[src/rtl/mult_pkg.sv]
`default_nettype none
// +----------------------------------------------------------------------+
// | mult_pkg : shared types and constants for the shift-add multiplier   |
// | Rev 1.0                                                              |
// +----------------------------------------------------------------------+
package mult_pkg;

  typedef enum logic [1:0] {
    IDLE  = 2'd0,
    ADD   = 2'd1,
    SHIFT = 2'd2,
    DONE  = 2'd3
  } state_t;

  localparam int       N_BITS    = 8;
  localparam logic [2:0] LAST_ITER = 3'd7;

endpackage
`default_nettype wire

[src/rtl/reg_xab.sv]
`default_nettype none
// +----------------------------------------------------------------------+
// | reg_xab : 17-bit {X,A,B} register with clear, load and arith. shift  |
// | Rev 1.0                                                              |
// +----------------------------------------------------------------------+
module reg_xab
  import mult_pkg::*;
(
  input  logic              clk,
  input  logic              reset,
  input  logic              clear_xa,
  input  logic              load_b,
  input  logic              load_xa,
  input  logic              shift,
  input  logic [N_BITS-1:0] b_in,
  input  logic [N_BITS:0]   xa_in,
  output logic              x,
  output logic [N_BITS-1:0] a,
  output logic [N_BITS-1:0] b
);

  always_ff @(posedge clk or posedge reset) begin
    if (reset) begin
      x <= 1'b0;
      a <= '0;
      b <= '0;
    end else if (clear_xa) begin
      x <= 1'b0;
      a <= '0;
      if (load_b) b <= b_in;
    end else if (load_xa) begin
      {x, a} <= xa_in;
    end else if (shift) begin
      // X is replicated so the 17-bit value keeps its sign
      {x, a, b} <= {x, x, a, b[N_BITS-1:1]};
    end
  end

endmodule
`default_nettype wire

[src/rtl/shift_add_mult_ctrl.sv]
`default_nettype none
// +----------------------------------------------------------------------+
// | shift_add_mult_ctrl : 8x8 signed shift-add multiplier controller     |
// | Rev 1.0                                                              |
// +----------------------------------------------------------------------+
module shift_add_mult_ctrl
  import mult_pkg::*;
(
  input  logic              clk,
  input  logic              reset,
  input  logic              run,
  input  logic              clear_a_load_b,
  input  logic [N_BITS-1:0] sw,
  input  logic [N_BITS:0]   sum,
  output logic [N_BITS:0]   adder_a,
  output logic [N_BITS:0]   adder_b,
  output logic              adder_fn,
  output logic [N_BITS-1:0] aval,
  output logic [N_BITS-1:0] bval,
  output logic              xval,
  output logic              done
);

  state_t     state, state_next;
  logic [2:0] cnt, cnt_next;
  logic       clear_xa, load_b, load_xa, shift;

  always_ff @(posedge clk or posedge reset) begin
    if (reset) begin
      state <= IDLE;
      cnt   <= 3'd0;
      done  <= 1'b0;
    end else begin
      state <= state_next;
      cnt   <= cnt_next;
      done  <= (state_next == DONE);
    end
  end

  always_comb begin
    state_next = state;
    cnt_next   = cnt;
    clear_xa   = 1'b0;
    load_b     = 1'b0;
    load_xa    = 1'b0;
    shift      = 1'b0;
    adder_fn   = 1'b0;
    case (state)
      IDLE: begin
        if (run) begin
          clear_xa   = 1'b1;
          cnt_next   = 3'd0;
          state_next = ADD;
        end else if (clear_a_load_b) begin
          clear_xa = 1'b1;
          load_b   = 1'b1;
        end
      end
      ADD: begin
        // The multiplier's sign bit carries negative weight, hence subtract
        adder_fn   = (cnt == LAST_ITER);
        load_xa    = bval[0];
        state_next = SHIFT;
      end
      SHIFT: begin
        shift      = 1'b1;
        cnt_next   = cnt + 3'd1;
        state_next = (cnt == LAST_ITER) ? DONE : ADD;
      end
      DONE: begin
        if (!run) state_next = IDLE;
      end
      default: state_next = IDLE;
    endcase
  end

  assign adder_a = {aval[N_BITS-1], aval};
  assign adder_b = {sw[N_BITS-1], sw};

  reg_xab u_reg_xab (
    .clk      (clk),
    .reset    (reset),
    .clear_xa (clear_xa),
    .load_b   (load_b),
    .load_xa  (load_xa),
    .shift    (shift),
    .b_in     (sw),
    .xa_in    (sum),
    .x        (xval),
    .a        (aval),
    .b        (bval)
  );

endmodule
`default_nettype wire

[config.mk]
export PLATFORM = sky130hd
export DESIGN_NAME = shift_add_mult_ctrl
export DESIGN_NICKNAME = d
export VERILOG_FILES = /design/src/rtl/mult_pkg.sv /design/src/rtl/reg_xab.sv /design/src/rtl/shift_add_mult_ctrl.sv
export SDC_FILE = /design/constraint.sdc
export NUM_CORES = 1
export LEC_CHECK = 0
export ABC_AREA = 1
export ABC_CLOCK_PERIOD_IN_PS = 4550
export CAP_MARGIN = 10
export CORE_AREA = 4 4 54 75
export CTS_CLUSTER_SIZE = 24
export DETAILED_ROUTE_END_ITERATION = 6
export DIE_AREA = 0 0 58 79
export PLACE_DENSITY = 0.82
export SLEW_MARGIN = 20
export SYNTH_ARGS = -nofsm -noshare
export SYNTH_HDL_FRONTEND = slang
export SYNTH_HIERARCHICAL = 1
export SYNTH_SLANG_ARGS = --single-unit
[constraint.sdc]
create_clock -name clk -period 4.55 [get_ports clk]
set_clock_uncertainty 0.05 [all_clocks]
set_input_delay 0.455 -clock clk [delete_from_list [all_inputs] [get_ports clk]]
set_output_delay 0.455 -clock clk [all_outputs]
set_load 0.02 [all_outputs]
# == Word-level counts from Yosys, hierarchy flattened ==
# Cells that the tools add are included.
# op_classes
reduce_logical,7
addsub,1
eq_ne,8
mux,23
# op_table
cell,count
$mux W8,7
$mux W1,10
$pmux W2 S4,1
$eq A2 B2 Y1 const B,3
$mux W2,3
$pmux W3 S2,1
$reduce_bool A2 Y1,3
$ne A2 B2 Y1 const B,2
$add A3 B1 Y3 const B,1
$eq A3 B3 Y1 const B,1
$mux W3,1
$reduce_and A3 Y1,1
$reduce_bool A3 Y1,1
$eq A2 B1 Y1 const B,1
$logic_not A2 Y1,1
$ne A2 B1 Y1 const B,1
$reduce_and A2 Y1,1
# totals
output_inout_bits,37
elab_cells,45
inputBits,21
register_bits,23

# == Depth between registers and ports, before layout ==
# Gate-level depths: netlist (run 1).
# depth
ltp_word,5
depth_mapped,10
depth_no_buf,9

# == Cells and area by module ==
# Netlist (run 1), hierarchy kept.
# modules_own_cells
mod,instances,seq_area_each_um2,area_per_inst_um2,cells_per_inst
reg_xab,1,425.4,1002.2,143
shift_add_mult_ctrl,1,150.1,456.7,58

# == Least setup slack after synthesis (run 1) ==
# No wires, ideal clock.
# synth_path
path_kind,register to register
start,reg state[0]
end,reg u_reg_xab.b[7]
slack_ns,2.973
setup_time_ns,0.117
arrival_time_ns,1.410
period_less_slack_ns,1.577
path_stages_with_launch,11
path_buffers,2
path_cell_list,dfrtp_1 > inv_1 > nand2_1 > a21oi_1 > buf_6 > inv_6 > buf_12 > nand2_2 > nand2_1 > nand2_1 > nand2_1
# synth_between
elab_chain_len,4
# synth_lines
element,line,text
start: declaration,shift_add_mult_ctrl.sv:24,"state_t state, state_next;"
start signal: assignment,shift_add_mult_ctrl.sv:34,state <= state_next;
$logic_not A2 Y1 *,shift_add_mult_ctrl.sv:48,case (state)
$mux W1 *,shift_add_mult_ctrl.sv:48,
named net clear_xa,shift_add_mult_ctrl.sv:26,"logic clear_xa, load_b, load_xa, shift;"
"$ne A2 B1 Y1 (no source line), or another cell as far along",-,
$reduce_and A3 Y1 (no source line),-,
end signal: assignment,reg_xab.sv:30,if (load_b) b <= b_in;
end signal: assignment,reg_xab.sv:35,"{x, a, b} <= {x, x, a, b[N_BITS-1:1]};"
end: declaration,reg_xab.sv:19,output logic [N_BITS-1:0] b
# The timed path passes the listed nets; every way through them passes the cells marked *.
# A chain may end at the register's enable or synchronous reset.

# == Final worst setup path (run 1) ==
# layout_path
start,reg cnt[0]
end,out adder_fn
# layout_between
elab_chain_len,2
# layout_lines
element,line,text
start: declaration,shift_add_mult_ctrl.sv:25,"logic [2:0] cnt, cnt_next;"
start signal: assignment,shift_add_mult_ctrl.sv:35,cnt <= cnt_next;
$eq A3 B3 Y1,shift_add_mult_ctrl.sv:61,adder_fn = (cnt == LAST_ITER);
$mux W1,shift_add_mult_ctrl.sv:48,
end: declaration,shift_add_mult_ctrl.sv:17,"output logic adder_fn,"
# Every way passes these cells.

==> flow_summary.yaml, run 1 <==
logic_synthesis:
  syn_area_um2: 1460
  async_flop_share_pct: 100
  synth_edf_count: 0
  syn_avg_cell_area_um2: 7.26
  yosysSeqAreaShare_pct: 39.5
  syn_inst: 201
  synth_cell_type_count: 19
  synth_warnings: 6
  synth.ff_latch_count: 23
  synth_ff_type: "dfrtp_1"
  syn_nets: 224
sta:
  max_freq_mhz: 448
  period_share_pct: 49.0
  setup_viol: 0
  worst_pin_slew_ns: 0.821
  maxSlewHeadroom_pct: 45.1
  setup-tns-final_ns: 0
  hold_ws_ns: 0.384
  period_needed_ns: 2.23
  hold_viol_final: 0
  rsz0062_at_grt: "no"
  drv_slew: 0
layout:
  diodes: 0
  nets: 264
  syn_to_final_growth_pct: 33.5
  final_common_cell: "nand2_1"
  area.sequential_um2: 576
  final_core_util_pct: 57.7
  layout_common_cells: "nand2_1, clkdlybuf4s50_1, nand3_1"
  fillers: 318
  multiInputGateArea_um2: 588
  drive_gt1_share_pct: 7.92
setup_path:
  cpPeakStageDelay_ns: 0.60
  crit_top_cell: "ha_1"
  crit_path_end_kind: "output port"
  r2r_cells: 8
  crit_arrival_ns: 1.73
  worstSetupStartpointType: "flop"
  slowest_stage: "clkdlybuf4s50_1"
  timing.rr.start: "state[1]"
  cp-startpoint: "cnt[0]"
  reg2reg_to: "u_reg_xab/b[7]"
  reg2reg_slack_ns: 2.42
  cp.required_ns: 4.05
  crit_end: "adder_fn"
  crit_chain: "ha_1 -> ha_1 -> inv_1 -> nor2_1 -> clkdlybuf4s50_1"
  critical_path_class: "flop to output port"
  critPathMaxFanout: 3
power_and_ir_drop:
  ir_drop_uv: 406
  p_total_mw: 1.30
  powerDensity_nw_per_um2: 668
  leakagePower_nw: 1.02
floorplan:
  start_util_pct: 43.2
  die_h_um: 79
  io_pins: 58
  coreArea_um2: 3380
  die_x_um: 58
  rows: 25
  design.die.area_um2: 4580
clock_tree:
  cts_tree: "yes"
  ctsHoldBuffers: 0
  htree_levels: 1
  clock_latency_ns: 0.26
  clock-root-buffer: "clkbuf_8"
  cts_max_path_buffers: 2
  cts_inserted_buffers: 3
  postCtsResizedCells: 0
  path_clk_slew_ns: 0.08
  clock_sinks: 23
  cts_setup_buffers: 0
worst_hold_path:
  min_path_type: "primary input to async pin"
drt:
  drt_iter0_markers: 32
  ant_nets: 0
  drt_wl_total_mm: 3.17
  dr.pass1.iters: 5
  drc: 0
  num_vias: 1302
  wl_per_cell_um: 11.3
  via_per_inst: 4.65
job:
  cap_violations: 0
place:
  dp_hpwl_mm: 2.44
  place.gp.congestion: 0.780
  port_buffers: 57
grt:
  grt_pass1_wl_mm: 5.54
  overflow: 0
  antenna_found_initial: 0
  grt_pass1_vias: 1290
  groute.usage.overall_pct: 15.0
  grt_max_degree: 18
outcome:
  outcome: "finished clean"
-- cells in the mapped netlist, types with 2 or more instances --
master | n | share of area (%)
inv_1 | 25 | 6.4
nand2_2 | 9 | 3.9
buf_2 | 2 | 0.69
ha_1 | 2 | 1.7
nand2_4 | 2 | 1.5
nor2_1 | 2 | 0.51
nand2_1 | 79 | 20
nand3_1 | 28 | 9.6
a21oi_1 | 2 | 0.69
dfrtp_1 | 23 | 39
buf_4 | 19 | 9.8
-- flip-flops by register name, indices dropped and copies added (netlist names) --
name,flops
u_reg_xab/a,8
u_reg_xab/b,8
cnt,3
state,2
done,1
u_reg_xab/x,1
-- power by group --
| part | internal, mW | switching (mW) |
|---|---|---|
| Combinational | 0.339 | 0.468 |
| Sequential | 0.293 | 0.0743 |
| Clock | 0.0624 | 0.0643 |
| Total | 0.694 | 0.607 |
-- critical path, delay by kind of cell, from the launching register on --
kind	cells	cell delay, ns
buf+inv	2	0.65
flops	1	0.39
simple gates	1	0.09
fa+ha+maj	2	0.33
-- cell families after synthesis --
kind of cell    share of synthesized area, %
simple gates                            37.9
buf+inv                                 20.2
flops                                   39.5
compound gates                         0.686
fa+ha+maj                               1.71
-- layout make-up --
cell class | count | area share [%]
Clock buffer | 4 | 2.31
Tap cell | 40 | 2.57
Multi-Input combinational cell | 128 | 30.2
Timing Repair Buffer | 58 | 29.7
Inverter | 27 | 5.72
Sequential cell | 23 | 29.5
-- how the worst min path moves through the flow --
stage | startpoint | end | cells after the start
2_1_floorplan | reset | cnt[0] | 1
6_report | reset | done | 2
5_1_grt | reset | done | 2
4_1_cts | reset | done | 2
3_5_place_dp | u_reg_xab/x | u_reg_xab/x | 2
3_3_place_gp | cnt[1] | cnt[1] | 2
-- metrics by stage --
stage | setup WS [ns] | cell area, um^2 | cells
6_report | 2.32 | 1950 | 280
5_1_grt | 2.23 | 1950 | 280
4_1_cts | 2.30 | 1950 | 280
3_5_place_dp | 2.40 | 1900 | 276
3_3_place_gp | 2.46 | 1900 | 276
2_1_floorplan | 2.97 | 1460 | 201
-- layer usage --
metal / vias up / GRT usage, % / share of wire [%]
met5: - / 0 / 0
met3: 2 / 3.41 / 5.8
met1: 591 / 17.4 / 41
li1: 674 / - / -
met4: 0 / 4.64 / 0.38
met2: 35 / 26.9 / 53
Power figures use the tool's default switching activity.
==> inputs of run 2 (changes only) <==
- ABC_CLOCK_PERIOD_IN_PS: 4550 -> 2290
- CORE_AREA: 4 4 54 75 -> 4 4 55 76
- DIE_AREA: 0 0 58 79 -> 0 0 59 80
- PLACE_DENSITY: 0.82 -> 0.8
- clock period: 4.55 -> 2.29 ns (I/O delays scaled with it)
==> run 2 against run 1 <==
Effect of this change: via count increased by 0.31%; flip-flop and latch count unchanged; worst hold slack got worse by 0.22 ns; worst setup slack got worse by 2.0 ns; critical path depth unchanged; combinational power increased by 100%.
==> flow_summary.yaml, run 2 (same netlist as run 1, synthesis figures left out) <==
outcome:
  outcome: "finished clean"
grt:
  groute.usage.overall_pct: 15.2
  grt_max_degree: 18
  grt_pass1_vias: 1278
  overflow: 0
  use_met2_pct: 27.4
  busiest_layer: "met2"
  grt_pass1_wl_mm: 5.63
  met1_usage_pct: 17.8
  gr-usage-met3_pct: 2.59
  antenna_found_initial: 0
sta:
  drv_slew: 0
  maxSlewHeadroom_pct: 54.9
  worst_pin_slew_ns: 0.676
  fin_ws_ns: 0.310
  setup-tns-final_ns: 0
  period_needed_ns: 1.98
  hold_viol_final: 0
  rsz0062_at_grt: "no"
  period_share_pct: 86.5
  max_freq_mhz: 505
  setup_viol: 0
drt:
  drt_iter0_markers: 22
  ant_nets: 0
  num_vias: 1306
  dr.pass1.iters: 4
  wl_per_cell_um: 11.9
  drt_wl_total_mm: 3.33
  drc: 0
  via_per_inst: 4.65
layout:
  final_common_cell: "nand2_1"
  syn_to_final_growth_pct: 34.1
  drive_gt1_share_pct: 8.71
  top_regs: "u_reg_xab/a (8), u_reg_xab/b (8), cnt (3)"
  diodes: 0
  nets: 265
  finalInstanceArea_um2: 1960
  stdcell_count: 281
  layout_common_cells: "nand2_1, clkdlybuf4s50_1, nand3_1"
floorplan:
  start_util_pct: 42.4
  die_x_um: 59
  rows: 25
  design.die.area_um2: 4720
  die_h_um: 80
  io_pins: 58
  coreArea_um2: 3440
setup_path:
  cp.required_ns: 2.01
  crit_path_end_kind: "output port"
  crit_arrival_ns: 1.70
  critical_path_class: "flop to output port"
  worstSetupStartpointType: "flop"
  critPathMaxFanout: 3
place:
  dpl_cell_area_um2: 1910
  port_buffers: 57
  place.gp.congestion: 0.806
  place_inst: 277
  dp_hpwl_mm: 2.59
  post-place-ws_ns: 0.356
clock_tree:
  path_clk_slew_ns: 0.08
  clock-root-buffer: "clkbuf_8"
  cts_max_path_buffers: 2
  cts_inserted_buffers: 3
  cts_tree: "yes"
  clock_latency_ns: 0.27
  cts_setup_buffers: 0
  htree_levels: 1
  postCtsResizedCells: 0
  ctsHoldBuffers: 0
  clock_sinks: 23
power_and_ir_drop:
  leakagePower_nw: 1.03
  ir_drop_uv: 755
  powerDensity_nw_per_um2: 1330
  p_total_mw: 2.60
job:
  cap_violations: 0
worst_hold_path:
  min_path_type: "primary input to async pin"
==> run 2: cell type report <==
type                            count  area (um^2)
Clock buffer                        3         41.3
Timing Repair Buffer               59          586
Sequential cell                    23          576
Clock inverter                      1         5.00
Tap cell                           40         50.0
Fill cell                         325         1480
Multi-Input combinational cell    128          588
Inverter                           27          111
==> run 2: worst paths after layout <==
path | slack (ns) | endpoint | start | depth (start not counted)
max in group asynchronous | 1.41 | u_reg_xab/b[1] | reset | 2
min reg2reg | 0.48 | cnt[2] | cnt[2] | 2
max | 0.31 | adder_fn | cnt[0] | 5
max reg2reg | 0.59 | u_reg_xab/b[1] | state[1] | 9
min | 0.16 | cnt[1] | reset | 2
min in group clk | 0.47 | u_reg_xab/x | sum[8] | 3
==> run 2: stage by stage <==
stage                     hold slack [ns]  util, %
after CTS                           0.162     56.9
final                               0.160     56.9
after global routing                0.169     56.9
after detailed placement            0.450     55.5
after global placement              0.441     55.5
after floorplan                   -0.0300        -
==> run 2: metal layers <==
metal  up-vias  wire [um]
met5         -          0
met4         0         38
met3         4        178
met2        38       1710
met1       588       1410
li1        676          -
==> run 2: power breakdown <==
part / internal (mW) / switching, mW / total (mW)
registers: 0.582 / 0.154 / 0.736
logic: 0.679 / 0.935 / 1.61
clock network: 0.121 / 0.133 / 0.255
==> run 2: critical path: stages (launching register included) <==
cell and delay, ns:
dfrtp_1 0.38, ha_1 0.16, ha_1 0.16, inv_1 0.04, nor2_1 0.09, clkdlybuf4s50_1 0.60
